--- config.mk ---
export PLATFORM = sky130hd
export DESIGN_NAME = spu_writeback_forward_pipe
export DESIGN_NICKNAME = d
export VERILOG_FILES = /design/src/rtl/spu_writeback_forward_pipe.sv
export SDC_FILE = /design/constraint.sdc
export NUM_CORES = 2
export LEC_CHECK = 0
export CAP_MARGIN = 20
export CORE_AREA = 8 8 531 533
export DETAILED_ROUTE_END_ITERATION = 12
export DIE_AREA = 0 0 539 541
export PLACE_DENSITY = 0.43
export SLEW_MARGIN = 15
export SYNTH_ARGS = -nofsm -noshare
export SYNTH_HDL_FRONTEND = slang
export SYNTH_SLANG_ARGS = --single-unit
--- constraint.sdc ---
create_clock -name clk -period 4 [get_ports clk]
set_clock_uncertainty 0.1 [all_clocks]
set_input_delay 0.8 -clock clk [delete_from_list [all_inputs] [get_ports clk]]
set_output_delay 0.8 -clock clk [all_outputs]
set_load 0.05 [all_outputs]
--- src/rtl/spu_writeback_forward_pipe.sv ---
// Dual-pipe result delay line with operand forwarding; the SPU_FWD_EN macro builds the forwarding comparators.
// Latency DEPTH cycles EX-to-writeback (+1 per stall cycle); stall freezes all stages, flush kills all but the oldest stage.
module spu_writeback_forward_pipe #(
  parameter int DEPTH = 6
) (
  input  logic         clk,
  input  logic         reset_n,
  input  logic         resValid_EX1,
  input  logic         resValid_EX2,
  input  logic [6:0]   resRT_EX1,
  input  logic [6:0]   resRT_EX2,
  input  logic [127:0] resData_EX1,
  input  logic [127:0] resData_EX2,
  input  logic         stall,
  input  logic         flush,
  input  logic [6:0]   readRegisterRA_REG1,
  input  logic [6:0]   readRegisterRA_REG2,
  input  logic [6:0]   readRegisterRB_REG1,
  input  logic [6:0]   readRegisterRB_REG2,
  input  logic [6:0]   readRegisterRC_REG1,
  input  logic [6:0]   readRegisterRC_REG2,
  output logic [5:0]   fwdHit,
  output logic [127:0] fwdData0,
  output logic [127:0] fwdData1,
  output logic [127:0] fwdData2,
  output logic [127:0] fwdData3,
  output logic [127:0] fwdData4,
  output logic [127:0] fwdData5,
  output logic [6:0]   readRegisterRT_WB1,
  output logic [6:0]   readRegisterRT_WB2,
  output logic [127:0] writeData_WB1,
  output logic [127:0] writeData_WB2,
  output logic         regWriteEnable_WB1,
  output logic         regWriteEnable_WB2,
  output logic [4:0]   inFlight
);

  typedef struct packed {
    logic         vld;
    logic [6:0]   rt;
    logic [127:0] dat;
  } entry_t;

  entry_t [DEPTH-1:0] p1_q, p2_q, p1_d, p2_d;
  logic [4:0]         cnt_d;
  logic               adv;
  logic               wb_hold;
  entry_t             wb1, wb2;
  logic [5:0]         fwd_hit;
  logic [5:0][127:0]  fwd_dat;

  // Flush must advance even under stall so the oldest entry still retires.
  assign adv     = flush | ~stall;
  assign wb_hold = stall & ~flush;

  always_comb begin
    p1_d    = p1_q;
    p2_d    = p2_q;
    p1_d[0] = {resValid_EX1, resRT_EX1, resData_EX1};
    p2_d[0] = {resValid_EX2, resRT_EX2, resData_EX2};
    for (int k = 1; k < DEPTH; k++) begin
      p1_d[k] = p1_q[k-1];
      p2_d[k] = p2_q[k-1];
    end
    if (flush) begin
      for (int k = 0; k < DEPTH; k++) begin
        p1_d[k].vld = 1'b0;
        p2_d[k].vld = 1'b0;
      end
    end
    cnt_d = '0;
    for (int k = 0; k < DEPTH; k++) begin
      cnt_d = cnt_d + {4'b0, p1_d[k].vld} + {4'b0, p2_d[k].vld};
    end
  end

  always_ff @(posedge clk or negedge reset_n) begin
    if (!reset_n) begin
      p1_q     <= '0;
      p2_q     <= '0;
      inFlight <= '0;
    end else if (adv) begin
      p1_q     <= p1_d;
      p2_q     <= p2_d;
      inFlight <= cnt_d;
    end
  end

  assign wb1 = p1_q[DEPTH-1];
  assign wb2 = p2_q[DEPTH-1];

  // Pipe 2 is later in program order, so it alone commits a shared destination.
  assign regWriteEnable_WB1 = wb1.vld & ~wb_hold & ~(wb2.vld & (wb2.rt == wb1.rt));
  assign regWriteEnable_WB2 = wb2.vld & ~wb_hold;
  assign readRegisterRT_WB1 = wb1.rt;
  assign readRegisterRT_WB2 = wb2.rt;
  assign writeData_WB1      = wb1.dat;
  assign writeData_WB2      = wb2.dat;

`ifdef SPU_FWD_EN
  logic [5:0][6:0] rd_addr;
  assign rd_addr = {readRegisterRC_REG2, readRegisterRC_REG1, readRegisterRB_REG2,
                    readRegisterRB_REG1, readRegisterRA_REG2, readRegisterRA_REG1};

  // Scan oldest to youngest so the last assignment is the youngest match.
  always_comb begin
    fwd_hit = '0;
    fwd_dat = '0;
    for (int i = 0; i < 6; i++) begin
      for (int k = DEPTH - 1; k >= 0; k--) begin
        if (p1_q[k].vld && (p1_q[k].rt == rd_addr[i])) begin
          fwd_hit[i] = 1'b1;
          fwd_dat[i] = p1_q[k].dat;
        end
        if (p2_q[k].vld && (p2_q[k].rt == rd_addr[i])) begin
          fwd_hit[i] = 1'b1;
          fwd_dat[i] = p2_q[k].dat;
        end
      end
    end
  end
`else
  logic unused_rd_addr;
  assign unused_rd_addr = ^{readRegisterRA_REG1, readRegisterRA_REG2, readRegisterRB_REG1,
                            readRegisterRB_REG2, readRegisterRC_REG1, readRegisterRC_REG2};
  assign fwd_hit = '0;
  assign fwd_dat = '0;
`endif

  assign fwdHit   = fwd_hit;
  assign fwdData0 = fwd_dat[0];
  assign fwdData1 = fwd_dat[1];
  assign fwdData2 = fwd_dat[2];
  assign fwdData3 = fwd_dat[3];
  assign fwdData4 = fwd_dat[4];
  assign fwdData5 = fwd_dat[5];

endmodule

* Word level (Yosys, flattened, before mapping)
Index checks and enable logic that the tools add are counted.
** Storage, ports and cells
- Flip-flop bits (word level) :: 1637
- Word-level logic and storage cells :: 71
** Cells by class
- Add/subtract/negate cells :: 11
- Equal/unequal tests :: 1
- Bitwise operators :: 10
- Muxes and demuxes :: 12
** Operators by type and width (count)
- $add A5 B1 Y5 :: 7
- $mux W1 :: 12
- $eq A7 B7 Y1 :: 1
- $add A4 B1 Y5 :: 1
- $and A1 B1 Y1 :: 5
- $add A3 B1 Y4 :: 1
- $not A1 Y1 :: 4
- $add A2 B1 Y3 :: 1
- $add A1 B1 Y2 :: 1
- $or A1 B1 Y1 :: 1

* Longest topological paths before layout
- Depth after elaboration :: 12
- Mapped depth :: 13
- Gate-level depth less buffers :: 12

* Least setup slack after synthesis
No wires, ideal clock.
- Kind :: input -> register
- From :: in flush
- To :: reg inFlight[2]
- Required time :: 3.823 ns
- Setup time :: 0.077 ns
- Buffers on the path :: 1
- Arrival :: 3.978 ns
- Setup slack :: -0.155 ns
- Stages on the path :: 13
- Cells stage by stage :: clkbuf_1 > nor2b_1 > fa_1 > inv_1 > fa_1 > fa_1 > inv_1 > fa_1 > ha_1 > inv_1 > fa_1 > xor2_1 > a21oi_1
** RTL lines
- from (decl) :: RTL line 15 : input logic flush,
- to (signal assigned) :: RTL line 85 : inFlight <= cnt_d;
- to (decl) :: RTL line 35 : output logic [4:0] inFlight

==> results.yml <==
status:
  status: "complete, no violations"
critical_path:
  path_max_fanout: 10
  startpoint_type: "input port"
  cp-end-kind: "flip-flop"
  r2r_end: "inFlight[2]"
  r2r_cells: 12
  max_stage_delay_ps: 550
  reg2reg_slack_ps: 230
  cp_top_family: "adder cells"
  worstReg2RegStart: "p1_q[135]"
  arrival_ps: 4450
  crit_top_cell: "fa_1"
  required_ps: 4520
  crit_type: "in2reg"
  cp_cell_sequence: "clkdlybuf4s50_1 > buf_4 > nor2b_1 > fa_1 > inv_1 > fa_1 > fa_1 > inv_1 > fa_1 > ha_2 > inv_1 > fa_2 > xor2_1 > a21oi_1"
  slowest_stage: "fa_1"
  critPathBufInv: 5
power_and_ir_drop:
  p_seq_share_pct: 43.8
  intPower_mw: 31.2
  pwr-share-comb_pct: 17.4
  vdd_ir_drop_max_mv: 0.333
  power.density_mw_per_mm2: 566
  p_clk_share_pct: 38.8
  switchingPower_mw: 14.4
  p_sw_share_pct: 31.6
  leakagePower_nw: 43.0
floorplan:
  core_sq_mm: 0.273
  io_pins: 1369
  dieWidth_microns: 539
  rows: 192
  die_h_microns: 541
  start_util_pct: 25.5
  die_area_sq_mm: 0.292
synthesis:
  synth_async_sr_flop_share_pct: 100
  ys_warn_count: 0
  syn_inst: 7990
  ys_seq_area_share_pct: 58.8
  synth-seq-cells: 1636
  syn_avg_cell_area_sq_um: 8.71
  netlist_area_sq_mm: 0.0696
  synth_edf_count: 0
  synthDistinctLibCells: 21
  synth_flop_cell: "dfrtp_1"
timing:
  fin_crit_sh_pct: 98.1
  setup_violations: 0
  slew_viol_final: 0
  tightest_slew_ps: 947
  fin_crit_ps: 3920
  fmax_ghz: 0.255
  relSlewSlack_pct: 36.9
  rsz0062_at_grt: "false"
  finalHoldViolCount: 0
  setup_ws_ps: 77.4
drt:
  detail_route.wirelength_mm: 187
  avgRoutedWirePerCell_microns: 15.6
  drc: 0
  drtIter0Drc: 3493
  vias: 46604
  drt-vias-per-instance: 3.89
  drt_pass1_iterations: 5
  antenna_left: 0
layout:
  final_nets: 8549
  final_area_sq_mm: 0.0807
  layout_commonest_cell: "nand2_1"
  mostFrequentLayoutCells: "nand2_1 (4863), dfrtp_1 (1636), conb_1 (775)"
  drive_above_1_share_pct: 5.23
  area_growth_syn_to_layout_pct: 16.0
grt:
  grt_pass1_vias: 46392
  grt_usage_pct: 12.4
  antenna_found_initial: 11
  grt_pass1_wl_mm: 291
  grt_max_degree: 177
  grt-ovfl-total: 0
clock_network:
  cts_tree: "yes"
  h-tree-depth: 4
  clock_latency_ps: 840
  path_clk_slew_ps: 60
  cts_max_path_buffers: 4
  cts_root_buf: "clkbuf_16"
  clock_sinks: 1636
  cts_resized: 0
  cts-buffers-inserted: 190
worst_hold_path:
  min_path_type: "reg2reg"
  worstHoldEndpoint: "p2_d[793]"
  hold_depth: 2
  hold_start: "p2_d[657]"
placement:
  hpwlAfterDp_mm: 126
  place.gp.congestion: 0.748
  portBuffers: 551
  placed_area_sq_mm: 0.0743
  post-place-ws_ps: -694
job:
  max_cap_viol_count: 0
==> cell usage after synthesis, types with 2 or more instances <==
library cell / number / share of area (%)
nor2_1: 15 / 0.081
xnor2_1: 7 / 0.088
buf_4: 1089 / 12
nand2_1: 4863 / 26
buf_1: 4 / 0.022
dfrtp_1: 1636 / 59
fa_1: 7 / 0.20
nor2b_1: 10 / 0.090
clkbuf_1: 23 / 0.12
inv_1: 11 / 0.059
buf_2: 294 / 2.1
nand4_1: 2 / 0.018
mux2i_1: 12 / 0.17
a21oi_1: 4 / 0.029
nand2b_1: 4 / 0.036
ha_1: 4 / 0.072
==> registers in the layout (all words and copies together), names as in the netlist <==
signal / count
inFlight: 4
p1_d: 675
p1_q: 6
p2_d: 675
p2_q: 6
readRegisterRT_WB1: 7
readRegisterRT_WB2: 7
writeData_WB1: 128
writeData_WB2: 128
==> per-layer routing <==
layer,vias to the layer above,global-route usage [%],wire [microns]
met2,1061,16.2,71600
met5,-,0,38
li1,22619,-,-
met3,240,3.65,13700
met1,22678,19.6,98400
met4,6,2.61,3380
==> logic make-up (layout without fill, tap and decap cells) <==
logic type / after synthesis / in the layout / synth area share (%)
simple gates: 4895 / 4895 / 26.5
flops: 1636 / 1636 / 58.8
buf+inv: 1421 / 1031 / 14.1
mux: 12 / 12 / 0.173
fa+ha+maj: 11 / 11 / 0.273
xor+xnor: 8 / 8 / 0.101
compound gates: 6 / 6 / 0.0540
other cells: 1 / 782 / 0.00539
==> what timing repair did <==
item / 4_1_cts / 5_1_grt
hold buffers: 1 / 0
setup endpoints to repair: 0 / 0
buffers inserted: 0 / 0
hold endpoints to repair: 60 / 0
==> tightest hold or removal path, stage by stage, from the launching register on <==
cell and delay (ps):
dfrtp_1 340, nand2_1 50, nand2_1 50
==> per-stage QoR <==
step	setup TNS, ps	power (mW)	instances	util, %	hold slack, ps
after global routing	0	48.1	11965	29.6	309
final	0	45.6	11970	29.6	309
after CTS	0	46.5	11963	29.6	272
after floorplan	0	26.5	8764	-	339
after global placement	-2650	28.2	11616	27.2	348
after detailed placement	-2180	28.3	11616	27.2	353
==> power by group through the flow <==
stage / sequential, mW / combinational (mW) / clock (mW)
3_3_place_gp: 20.3 / 7.95 / 0
2_1_floorplan: 19.8 / 6.71 / 0
5_1_grt: 20.3 / 8.68 / 19.1
4_1_cts: 20.0 / 8.03 / 18.4
3_5_place_dp: 20.3 / 8.01 / 0
6_report: 20.0 / 7.94 / 17.7
==> worst max path at each step <==
stage,from,end,cells past startpoint
after floorplan,flush,inFlight[1],12
final,flush,inFlight[2],14
after global placement,flush,inFlight[2],14
after global routing,flush,inFlight[2],14
after CTS,flush,inFlight[2],14
after detailed placement,flush,inFlight[1],13
==> area by class of cell <==
| cell class | instances | area [sq um] |
|---|---|---|
| timing repair buffer | 674 | 7050 |
| clock inverter | 69 | 787 |
| fill | 29232 | 192000 |
| clock buffer | 277 | 5600 |
| multi-input combinational | 5707 | 21800 |
| tap | 3589 | 4490 |
| sequential | 1636 | 40900 |
| inverter | 11 | 41.3 |
| antenna | 7 | 17.5 |
Power figures use the tool's default switching activity.
